### src/rtl/keypad_entry.sv
// keypad_entry: keypad front end for the microwave controller.
// Decodes a one-hot key bus and debounces presses and releases. Each accepted
// digit is pulsed on pgt_1Hz and shifted into a multi-digit entry register.
// In count mode (en=0), pgt_1Hz instead carries a divided tick.
// Optional build macro KEYPAD_ENTRY_REPEAT_EN: a held key re-accepts every
// REPEAT_CYCLES cycles.
module keypad_entry #(
   parameter int NKEYS         = 10,
   parameter int DEB_CYCLES    = 4,
   parameter int DIV           = 100,
   parameter int NDIGITS       = 4,
   parameter int REPEAT_CYCLES = 50
) (
   input  logic                         clk,
   input  logic                         rst_n,
   input  logic [NKEYS-1:0]             keys,
   input  logic                         en,
   input  logic                         clr,
   output logic [3:0]                   digit,
   output logic                         key_held,
   output logic                         pgt_1Hz,
   output logic [4*NDIGITS-1:0]         entry,
   output logic [$clog2(NDIGITS+1)-1:0] ndig
);

   localparam int EW = 4 * NDIGITS;
   localparam int NW = $clog2(NDIGITS + 1);
   localparam int CW = $clog2(DEB_CYCLES + 1);
   localparam int DW = $clog2(DIV);
   localparam logic [CW-1:0] DEB_LAST = CW'(DEB_CYCLES - 1);
   localparam logic [DW-1:0] DIV_LAST = DW'(DIV - 1);
   localparam logic [NW-1:0] NDIG_MAX = NW'(NDIGITS);

   if (NKEYS < 2 || NKEYS > 16 || DEB_CYCLES < 1 || DIV < 2 || NDIGITS < 1 || REPEAT_CYCLES < 1) begin : g_param_check
      $error("keypad_entry: parameter out of legal range");
   end

   typedef enum logic [1:0] {IDLE, DEBOUNCE, HELD, RELEASE} state_t;

   state_t        state;
   logic [CW-1:0] deb_cnt;
   logic [3:0]    code_q;
   logic          accept_q;
   logic          tick_q;
   logic [DW-1:0] div_cnt;
   logic          any_key;
   logic          multi_key;
   logic          cand_vld;
   logic [3:0]    cand_code;
   logic          accept;

`ifdef KEYPAD_ENTRY_REPEAT_EN
   localparam int RW = $clog2(REPEAT_CYCLES + 1);
   localparam logic [RW-1:0] REP_LAST = RW'(REPEAT_CYCLES - 1);
   logic [RW-1:0] rep_cnt;
`endif

   // sample decode: exactly one key high gives a valid candidate, anything else is "none"
   always_comb begin
      any_key   = 1'b0;
      multi_key = 1'b0;
      cand_code = 4'd0;
      for (int i = 0; i < NKEYS; i++) begin
         if (keys[i]) begin
            multi_key = multi_key | any_key;
            any_key   = 1'b1;
            cand_code = 4'(i);
         end
      end
      cand_vld = any_key & ~multi_key;
   end

   // accept on this edge: debounce run completes, or (optionally) the repeat interval expires
   always_comb begin
      accept = 1'b0;
      if (en && cand_vld) begin
         case (state)
            IDLE:     accept = (DEB_CYCLES == 1);
            DEBOUNCE: accept = (cand_code == code_q) && (deb_cnt == DEB_LAST);
`ifdef KEYPAD_ENTRY_REPEAT_EN
            HELD:     accept = (cand_code == code_q) && (rep_cnt == REP_LAST);
`endif
            default:  accept = 1'b0;
         endcase
      end
   end

   // press/release debounce FSM with registered key_held and accept strobe
   always_ff @(posedge clk or negedge rst_n) begin
      if (!rst_n) begin
         state    <= IDLE;
         deb_cnt  <= '0;
         code_q   <= 4'd0;
         key_held <= 1'b0;
         accept_q <= 1'b0;
`ifdef KEYPAD_ENTRY_REPEAT_EN
         rep_cnt  <= '0;
`endif
      end else begin
         accept_q <= accept;
         if (!en) begin
            // count mode abandons any press in progress
            state    <= IDLE;
            deb_cnt  <= '0;
            key_held <= 1'b0;
`ifdef KEYPAD_ENTRY_REPEAT_EN
            rep_cnt  <= '0;
`endif
         end else begin
            case (state)
               IDLE: begin
                  if (cand_vld) begin
                     code_q <= cand_code;
                     if (accept) begin
                        state    <= HELD;
                        key_held <= 1'b1;
                        deb_cnt  <= '0;
                     end else begin
                        state    <= DEBOUNCE;
                        deb_cnt  <= CW'(1);
                     end
                  end
               end
               DEBOUNCE: begin
                  if (cand_vld && cand_code == code_q) begin
                     if (accept) begin
                        state    <= HELD;
                        key_held <= 1'b1;
                        deb_cnt  <= '0;
                     end else begin
                        deb_cnt  <= deb_cnt + 1'b1;
                     end
                  end else begin
                     // a changed sample costs that sample: restart from IDLE next edge
                     state   <= IDLE;
                     deb_cnt <= '0;
                  end
               end
               HELD: begin
                  if (!cand_vld) begin
`ifdef KEYPAD_ENTRY_REPEAT_EN
                     rep_cnt <= '0;
`endif
                     if (DEB_CYCLES == 1) begin
                        state    <= IDLE;
                        key_held <= 1'b0;
                        deb_cnt  <= '0;
                     end else begin
                        state    <= RELEASE;
                        deb_cnt  <= CW'(1);
                     end
                  end
`ifdef KEYPAD_ENTRY_REPEAT_EN
                  else if (cand_code == code_q) begin
                     rep_cnt <= accept ? '0 : rep_cnt + 1'b1;
                  end else begin
                     rep_cnt <= '0;
                  end
`endif
               end
               RELEASE: begin
                  if (cand_vld) begin
                     state   <= HELD;
                     deb_cnt <= '0;
                  end else if (deb_cnt == DEB_LAST) begin
                     state    <= IDLE;
                     deb_cnt  <= '0;
                     key_held <= 1'b0;
                  end else begin
                     deb_cnt  <= deb_cnt + 1'b1;
                  end
               end
               default: state <= IDLE;
            endcase
         end
      end
   end

   // digit / entry shift register / digit count; clr coincident with accept keeps only the new code
   always_ff @(posedge clk or negedge rst_n) begin
      if (!rst_n) begin
         digit <= 4'd0;
         entry <= '0;
         ndig  <= '0;
      end else if (accept) begin
         digit <= cand_code;
         if (clr) begin
            entry <= EW'(cand_code);
            ndig  <= NW'(1);
         end else begin
            entry <= EW'({entry, cand_code});
            if (ndig != NDIG_MAX) ndig <= ndig + 1'b1;
         end
      end else if (clr) begin
         entry <= '0;
         ndig  <= '0;
      end
   end

   // count-mode divider: runs only while en is low, pulse registered on the terminal count
   always_ff @(posedge clk or negedge rst_n) begin
      if (!rst_n) begin
         div_cnt <= '0;
         tick_q  <= 1'b0;
      end else if (en) begin
         div_cnt <= '0;
         tick_q  <= 1'b0;
      end else begin
         tick_q  <= (div_cnt == DIV_LAST);
         div_cnt <= (div_cnt == DIV_LAST) ? '0 : div_cnt + 1'b1;
      end
   end

   // both sources are registered one-cycle pulses, so switching en cannot stretch a pulse
   assign pgt_1Hz = en ? accept_q : tick_q;

endmodule

### config.mk
export PLATFORM = sky130hd
export DESIGN_NAME = keypad_entry
export DESIGN_NICKNAME = d
export VERILOG_FILES = /design/src/rtl/keypad_entry.sv
export SDC_FILE = /design/constraint.sdc
export NUM_CORES = 1
export LEC_CHECK = 0
export CAP_MARGIN = 20
export CORE_ASPECT_RATIO = 0.7
export CORE_MARGIN = 2
export CORE_UTILIZATION = 30
export DETAILED_ROUTE_END_ITERATION = 6
export PLACE_DENSITY = 0.52
export SLEW_MARGIN = 20
export SYNTH_ARGS = -nofsm -noshare
export SYNTH_HDL_FRONTEND = slang
export SYNTH_SLANG_ARGS = --single-unit
### constraint.sdc
create_clock -name clk -period 1.9 [get_ports clk]
set_input_delay 0.475 -clock clk [delete_from_list [all_inputs] [get_ports clk]]
set_output_delay 0.475 -clock clk [all_outputs]
set_load 0.01 [all_outputs]
==> results by group, run 1 <==
Outcome
  – Status: complete, but fails checks
  – Failing checks: negative setup slack

Power
  – Power per cell area: about 650 nW/um^2
  – Total power: 2.557 mW
  – Worst vdd rail ir drop: roughly 0.34 mV
  – Leakage: 1.752 nW

Clock network
  – H-tree depth: 2
  – CTS tree: built
  – CTS Root Cell: clkbuf_16
  – Maximum clock path buffer count: 2
  – CTS sink count: 42
  – CTS clock-pin slew for the worst setup and hold paths: ~60 ps
  – Inserted Clock Buffers: 5
  – CTS hold repair buffers: 0
  – Insertion delay to the later sink of the worst-skew pair: 290 ps

Detailed routing
  – Final ANT Viol Nets: 0
  – Routed length per instance: 14.62 um
  – DR DRC count: 0
  – Drt pass-1 iters: 4
  – Via count: around 2.3k
  – Via-per-instance ratio: ~5.0
  – Drt first-iter violations: roughly 140
  – Drt total wl: 6.681 mm

Synthesis
  – Synthesized cell area: 2486 sq um
  – Asr flop ratio synth: 100.0%
  – Yosys cell types: 55
  – Synth top cells by count: 42 x dfrtp_1, 38 x nor2_1, 15 x nand2_1, 13 x a21oi_1
  – Main area contributors after synthesis: dfrtp_1 42%, nor2_1 5.7%, ha_1 5.5%
  – Post-synthesis sequential area ratio: a little over two fifths
  – Syn avg cell area: about 9.5 sq um
  – Syn Nets: between 200 and 300
  – Cell taking the most area after synthesis: dfrtp_1
  – Post-synthesis sequential element count: 42
  – Count leader, synth: dfrtp_1
  – Cells after Synth: 263
  – EDFF count, synth: 0
  – Share of the synthesized area in the top cell type: a little over two fifths
  – Top FF cell, synth: dfrtp_1
  – Synth warn: 0

Worst setup path
  – Startpoint types: input pin
  – Crit path max-delay family: simple AND/OR/NAND/NOR gates
  – Worst R2R Path Depth: 6
  – CP peak stage delay: 290 ps
  – Crit-path max FO: 4
  – CP Data Arrival Time: 2280 ps
  – Critical Path End Type: register
  – Slowest-stage cell, CP: nor3_4
  – Critical path class: input pin to register
  – WP data required: about 2100 ps
  – Crit-path most repeated cell: buf_6
  – RR Startpoint: code_q[0]
  – Worst flop-to-flop path endpoint: ndig[0]
  – CP Buf/Inv Count: 5
  – Register-to-Register Setup Slack: -120 ps
  – Critical-path cell list: buf_8 -> buf_6 -> nor4_4 -> buf_4 -> buf_6 -> o211ai_1 -> o21ai_2 -> nand2_2 -> nor3_4 -> buf_6 -> mux2_4

Global route
  – Antenna violations before repair: 0
  – Vias in the first global route: around 2.2k
  – First-pass GRT wire length: 11.18 mm
  – Pin count of the biggest net entering global routing: 43
  – Remaining global-route overflow: 0
  – Gr usage total: around 16%

Finish
  – Share of post-route cells with drive strength above 1: 41.01%
  – Total Nets Final: between 300 and 400
  – Antenna diodes: 0
  – Fill cell count: 724
  – Area Overhead vs Synth: 57.32%

Floorplanning
  – Chip height: approximately 80 um
  – Chip width: roughly 110 um
  – # rows: 27
  – Core area: a little under 8000 sq um
  – # IOs: 39
  – Initial Utilization: between 30% and 40%
  – Die area: 9043 sq um

Placed design
  – DP HPWL: approximately 4.6 mm
  – Gpl congestion: approximately 0.8
  – Port Buffers: 38

STA
  – Final Hold Fails: 0
  – Final worst path period share: 110.9%
  – Least-Margin Pin Slew: ~560 ps
  – RSZ-0062 raised after global routing: true
  – Tmin final: 2108 ps
  – Final setup viols: 34
  – Highest clock rate: 474.5 MHz
  – Worst Skew: around 3.0 ps
  – Slew HR: between 60% and 70%
  – Slew Viols, Final: 0
  – Final setup margin: -207.7 ps
  – Setup TNS: -3665 ps

Min path
  – Class of the worst hold path: input pin to asynchronous set/reset pin

Run
  – Max Cap Violations: 0
## per-layer routing
metal	vias up	GRT usage (%)	share of wire [%]
li1	1123	-	-
met1	1108	23.73	53
met2	33	22.28	43
met3	8	3.547	3.1
met4	0	4.390	1.0
met5	-	0	0
## how the worst max path moves through the flow
stage                    from  endpoint  slack, ps  cells past startpoint
CTS                 code_q[0]  digit[2]       -230                      7
global route          keys[3]  digit[2]       -260                     11
detailed placement    keys[8]   ndig[0]      -1010                      8
global placement      keys[3]   ndig[0]       -940                     10
floorplan             keys[5]   ndig[0]       -390                      9
finish                keys[3]  digit[2]       -210                     11
## cell type report
class	count	area (sq um)	share of cell area, %
clock buffers	6	138.9	3.551
clock inverters	2	12.51	0.3199
inverters	10	37.54	0.9597
well taps	101	126.4	3.231
flip-flops and latches	42	1052	26.90
multi-input cells	194	1630	41.68
repair buffers	102	913.4	23.35
## state kept, by name, indices dropped and copies added, names as in the netlist
| name | count |
|---|---|
| digit | 4 |
| entry | 16 |
| tick_q | 1 |
| ndig | 3 |
| code_q | 4 |
| accept_q | 1 |
| key_held | 1 |
| state | 2 |
| div_cnt | 7 |
| deb_cnt | 3 |
## what timing repair did
| action | in CTS | in global routing |
|---|---|---|
| gates cloned | 2 | 0 |
| endpoints found under the setup margin | 35 | 34 |
| endpoints found under the hold margin | 0 | 0 |
| resized for setup | 88 | 37 |
| pin swaps | 29 | 25 |
| setup buffers | 13 | 4 |
## placed cells by master, fill, tap and decap left out, types with 3 or more instances in the layout
master and n:
a21o_1 6, a21oi_1 6, a21oi_2 5, a22o_1 3, a22oi_2 9, buf_2 4
buf_4 48, buf_6 19, clkbuf_16 5, clkdlybuf4s50_1 25, dfrtp_1 41, dlygate4sd2_1 3
ha_1 11, inv_1 10, mux2_4 4, mux2i_1 3, nand2_1 11, nand2_2 3
nand2b_1 4, nand3_1 5, nor2_1 33, nor2_2 3, nor2b_1 5, nor3_1 3
nor4_4 4, o211ai_1 3, o21ai_0 3, o21ai_1 4, o21ai_2 3, or2_2 3
xnor2_1 3, xor2_1 3
## power by group
group	internal (mW)	switching [mW]
clock network	0.521	0.367
registers	0.933	0.0268
logic	0.359	0.351
## metrics by stage
| step | cells | utilization (%) | area, sq um | setup slack [ps] | hold slack, ps |
|---|---|---|---|---|---|
| 2_1_floorplan | 263 | - | 2615 | -386.5 | 179.4 |
| 3_3_place_gp | 431 | 41.83 | 3321 | -938.4 | 445.1 |
| 3_5_place_dp | 431 | 41.83 | 3321 | -1014 | 454.6 |
| 4_1_cts | 454 | 47.19 | 3746 | -228.4 | 282.9 |
| 5_1_grt | 457 | 49.27 | 3911 | -259.8 | 322.5 |
| 6_report | 457 | 49.27 | 3911 | -207.7 | 252.6 |
## kinds of logic (layout without fill, tap and decap cells)
kind of cell	after synthesis	count (layout)	synth area share (%)
multiplexers	8	8	3.472
adder cells (fa/ha/maj)	13	13	6.341
flip-flops	42	42	42.27
AO/OA/AOI/OAI	66	66	18.97
XOR/XNOR	7	7	2.466
AND/OR/NAND/NOR	100	100	21.64
buffers and inverters	27	120	4.831
(Power assumes the default switching activity.)
==> run 2: changes to the inputs <==
--- a/config.mk
+++ b/config.mk
@@ -7,10 +7,10 @@
 export LEC_CHECK = 0
 export CAP_MARGIN = 20
 export CORE_ASPECT_RATIO = 0.7
-export CORE_MARGIN = 2
 export CORE_UTILIZATION = 30
 export DETAILED_ROUTE_END_ITERATION = 6
 export PLACE_DENSITY = 0.52
+export SETUP_SLACK_MARGIN = 0.2
 export SLEW_MARGIN = 20
 export SYNTH_ARGS = -nofsm -noshare
 export SYNTH_HDL_FRONTEND = slang
==> results by group, run 2 (synthesis results as in run 1) <==
Worst setup path
  – Startpoint types: input pin (unchanged)
  – WP data required: 2070 ps (was 2080 ps)
  – CP Data Arrival Time: 2260 ps (was 2280 ps)
  – Crit-path max FO: 7 (was 4)
  – Critical path class: input pin to register (unchanged)
  – Critical Path End Type: register (unchanged)

Outcome
  – Failing checks: negative setup slack (unchanged)
  – Status: complete, but fails checks (unchanged)

Floorplanning
  – Die area: 8661 sq um (was 9043 sq um)
  – Initial Utilization: 31.32% (unchanged)
  – Core area: 7939 sq um (unchanged)
  – # IOs: 39 (unchanged)
  – Chip height: 78.17 um (was 80.17 um)
  – # rows: 27 (unchanged)
  – Chip width: 110.8 um (was 112.8 um)

STA
  – Final worst path period share: 110.0% (was 110.9%)
  – Least-Margin Pin Slew: 553.9 ps (was 563.7 ps)
  – Worst Skew: 9.364 ps (was 2.952 ps)
  – Tmin final: 2090 ps (was 2108 ps)
  – Final Hold Fails: 0 (unchanged)
  – Highest clock rate: 478.4 MHz (was 474.5 MHz)
  – RSZ-0062 raised after global routing: true (unchanged)
  – Worst hold margin: 250.6 ps (was 252.6 ps)
  – Slew HR: 63.07% (was 62.42%)
  – Final setup margin: -190.2 ps (was -207.7 ps)
  – Slew Viols, Final: 0 (unchanged)
  – Final setup viols: 33 (was 34)

Clock network
  – CTS hold repair buffers: 0 (unchanged)
  – Insertion delay to the later sink of the worst-skew pair: 290 ps (about the same)
  – CTS tree: built (unchanged)
  – Maximum clock path buffer count: 2 (unchanged)
  – H-tree depth: 2 (unchanged)
  – CTS Root Cell: clkbuf_16 (unchanged)
  – Inserted Clock Buffers: 5 (unchanged)
  – CTS sink count: 42 (unchanged)
  – CTS clock-pin slew for the worst setup and hold paths: 60 ps (about the same)

Finish
  – Register with the most flip-flops: entry (unchanged)
  – Most frequent cells in the layout: 52 x buf_4, 42 x dfrtp_1, 31 x nor2_1 (was 48 x buf_4, 41 x dfrtp_1, 33 x nor2_1)
  – Largest regs: entry: 16 flops, div_cnt: 7 flops (unchanged)
  – Share of post-route cells with drive strength above 1: 43.60% (was 41.01%)
  – Area Overhead vs Synth: 63.76% (was 57.32%)
  – Largest register FFs: 16 (unchanged)
  – Post-Layout Cell Count: 468 (was 457)
  – Antenna diodes: 0 (unchanged)
  – Total Nets Final: 391 (was 380)
  – Most common cell after layout, fill and taps aside: buf_4 (unchanged)
  – Fill cell count: 724 (unchanged)

Power
  – Worst vdd rail ir drop: 0.3519 mV (was 0.3360 mV)
  – Leakage: 2.076 nW (was 1.752 nW)
  – Power per cell area: 650.7 nW/um^2 (was 653.7 nW/um^2)

Placed design
  – Gpl congestion: 0.8439 (was 0.8036)
  – Port Buffers: 38 (unchanged)
  – Place WS: -1067 ps (was -1014 ps)
  – Placed instance count: 430 (was 431)
  – DP HPWL: 4.470 mm (was 4.566 mm)

Detailed routing
  – Via-per-instance ratio: 4.947 (was 4.972)
  – Drt total wl: 6.868 mm (was 6.681 mm)
  – Drt pass-1 iters: 4 (unchanged)
  – Drt first-iter violations: 74 (was 135)
  – DR DRC count: 0 (unchanged)
  – Via count: 2315 (was 2272)
  – Routed length per instance: 14.68 um (was 14.62 um)
  – Final ANT Viol Nets: 0 (unchanged)

Run
  – Max Cap Violations: 0 (unchanged)

Global route
  – Antenna violations before repair: 0 (unchanged)
  – Gr usage total: 16.38% (was 15.73%)
  – Vias in the first global route: 2300 (was 2227)
  – Pin count of the biggest net entering global routing: 43 (unchanged)
  – Remaining global-route overflow: 0 (unchanged)
  – First-pass GRT wire length: 11.46 mm (was 11.18 mm)

Min path
  – Class of the worst hold path: input pin to asynchronous set/reset pin (unchanged)
run 2: where the power goes:
| group | leakage, nW | switching (mW) | internal [mW] | total, mW |
|---|---|---|---|---|
| Clock | 0.0771 | 0.349 | 0.620 | 0.969 |
| Combinational | 1.42 | 0.347 | 0.372 | 0.719 |
| Sequential | 0.576 | 0.0283 | 0.933 | 0.961 |
run 2: area by class of cell:
cell class | instances | area [sq um] | area share (%)
multi-input combinational | 194 | 1625 | 39.92
timing repair buffer | 113 | 1065 | 26.15
sequential | 42 | 1051 | 25.81
clock buffer | 6 | 128.9 | 3.165
tap | 101 | 126.4 | 3.104
clock inverter | 2 | 37.54 | 0.9219
inverter | 10 | 37.54 | 0.9219
run 2: worst max-delay path, stage by stage:
cell	delay, ps
buf_2	130
or2_4	290
or3_1	350
and3_4	190
o211ai_1	190
nor3_2	110
buf_6	160
buf_12	140
a22oi_2	180
nor2_1	60
run 2: path summary, 6_finish.rpt:
kind | depth (start not counted) | endpoint | from | slack, ps
hold / removal | 2 | state[0] | rst_n | 250
hold reg to reg | 1 | div_cnt[0] | div_cnt[0] | 450
setup reg to reg | 7 | ndig[0] | code_q[0] | -170
max in group asynchronous | 2 | digit[2] | rst_n | 1260
min in group clk | 1 | div_cnt[0] | div_cnt[0] | 450
setup / recovery | 10 | entry[10] | keys[9] | -190
run 2: through the flow:
stage                     cell area [sq um]  util, %  TNS (ps)  total power [mW]
after floorplan                        2615        -     -8073             1.360
after global placement                 3313    41.73    -30080             1.613
after detailed placement               3313    41.73    -30600             1.610
after CTS                              3859    48.61     -5458             2.657
after global routing                   4071    51.28     -7779             2.804
final                                  4071    51.28     -4196             2.649
run 2: repair_timing:
| action | in CTS | in global routing |
|---|---|---|
| resized for setup | 109 | 45 |
| setup endpoints to repair | 43 | 42 |
| gates cloned | 0 | 1 |
| pin swaps | 34 | 31 |
| setup buffers | 22 | 7 |
run 2: routing by layer:
| metal | global-route usage, % | vias to the layer above | part of all wire (%) |
|---|---|---|---|
| li1 | - | 1145 | - |
| met1 | 25.08 | 1135 | 53 |
| met2 | 23.42 | 30 | 43 |
| met3 | 3.398 | 5 | 3.1 |
| met4 | 3.333 | 0 | 0.44 |
| met5 | 0 | - | 0 |
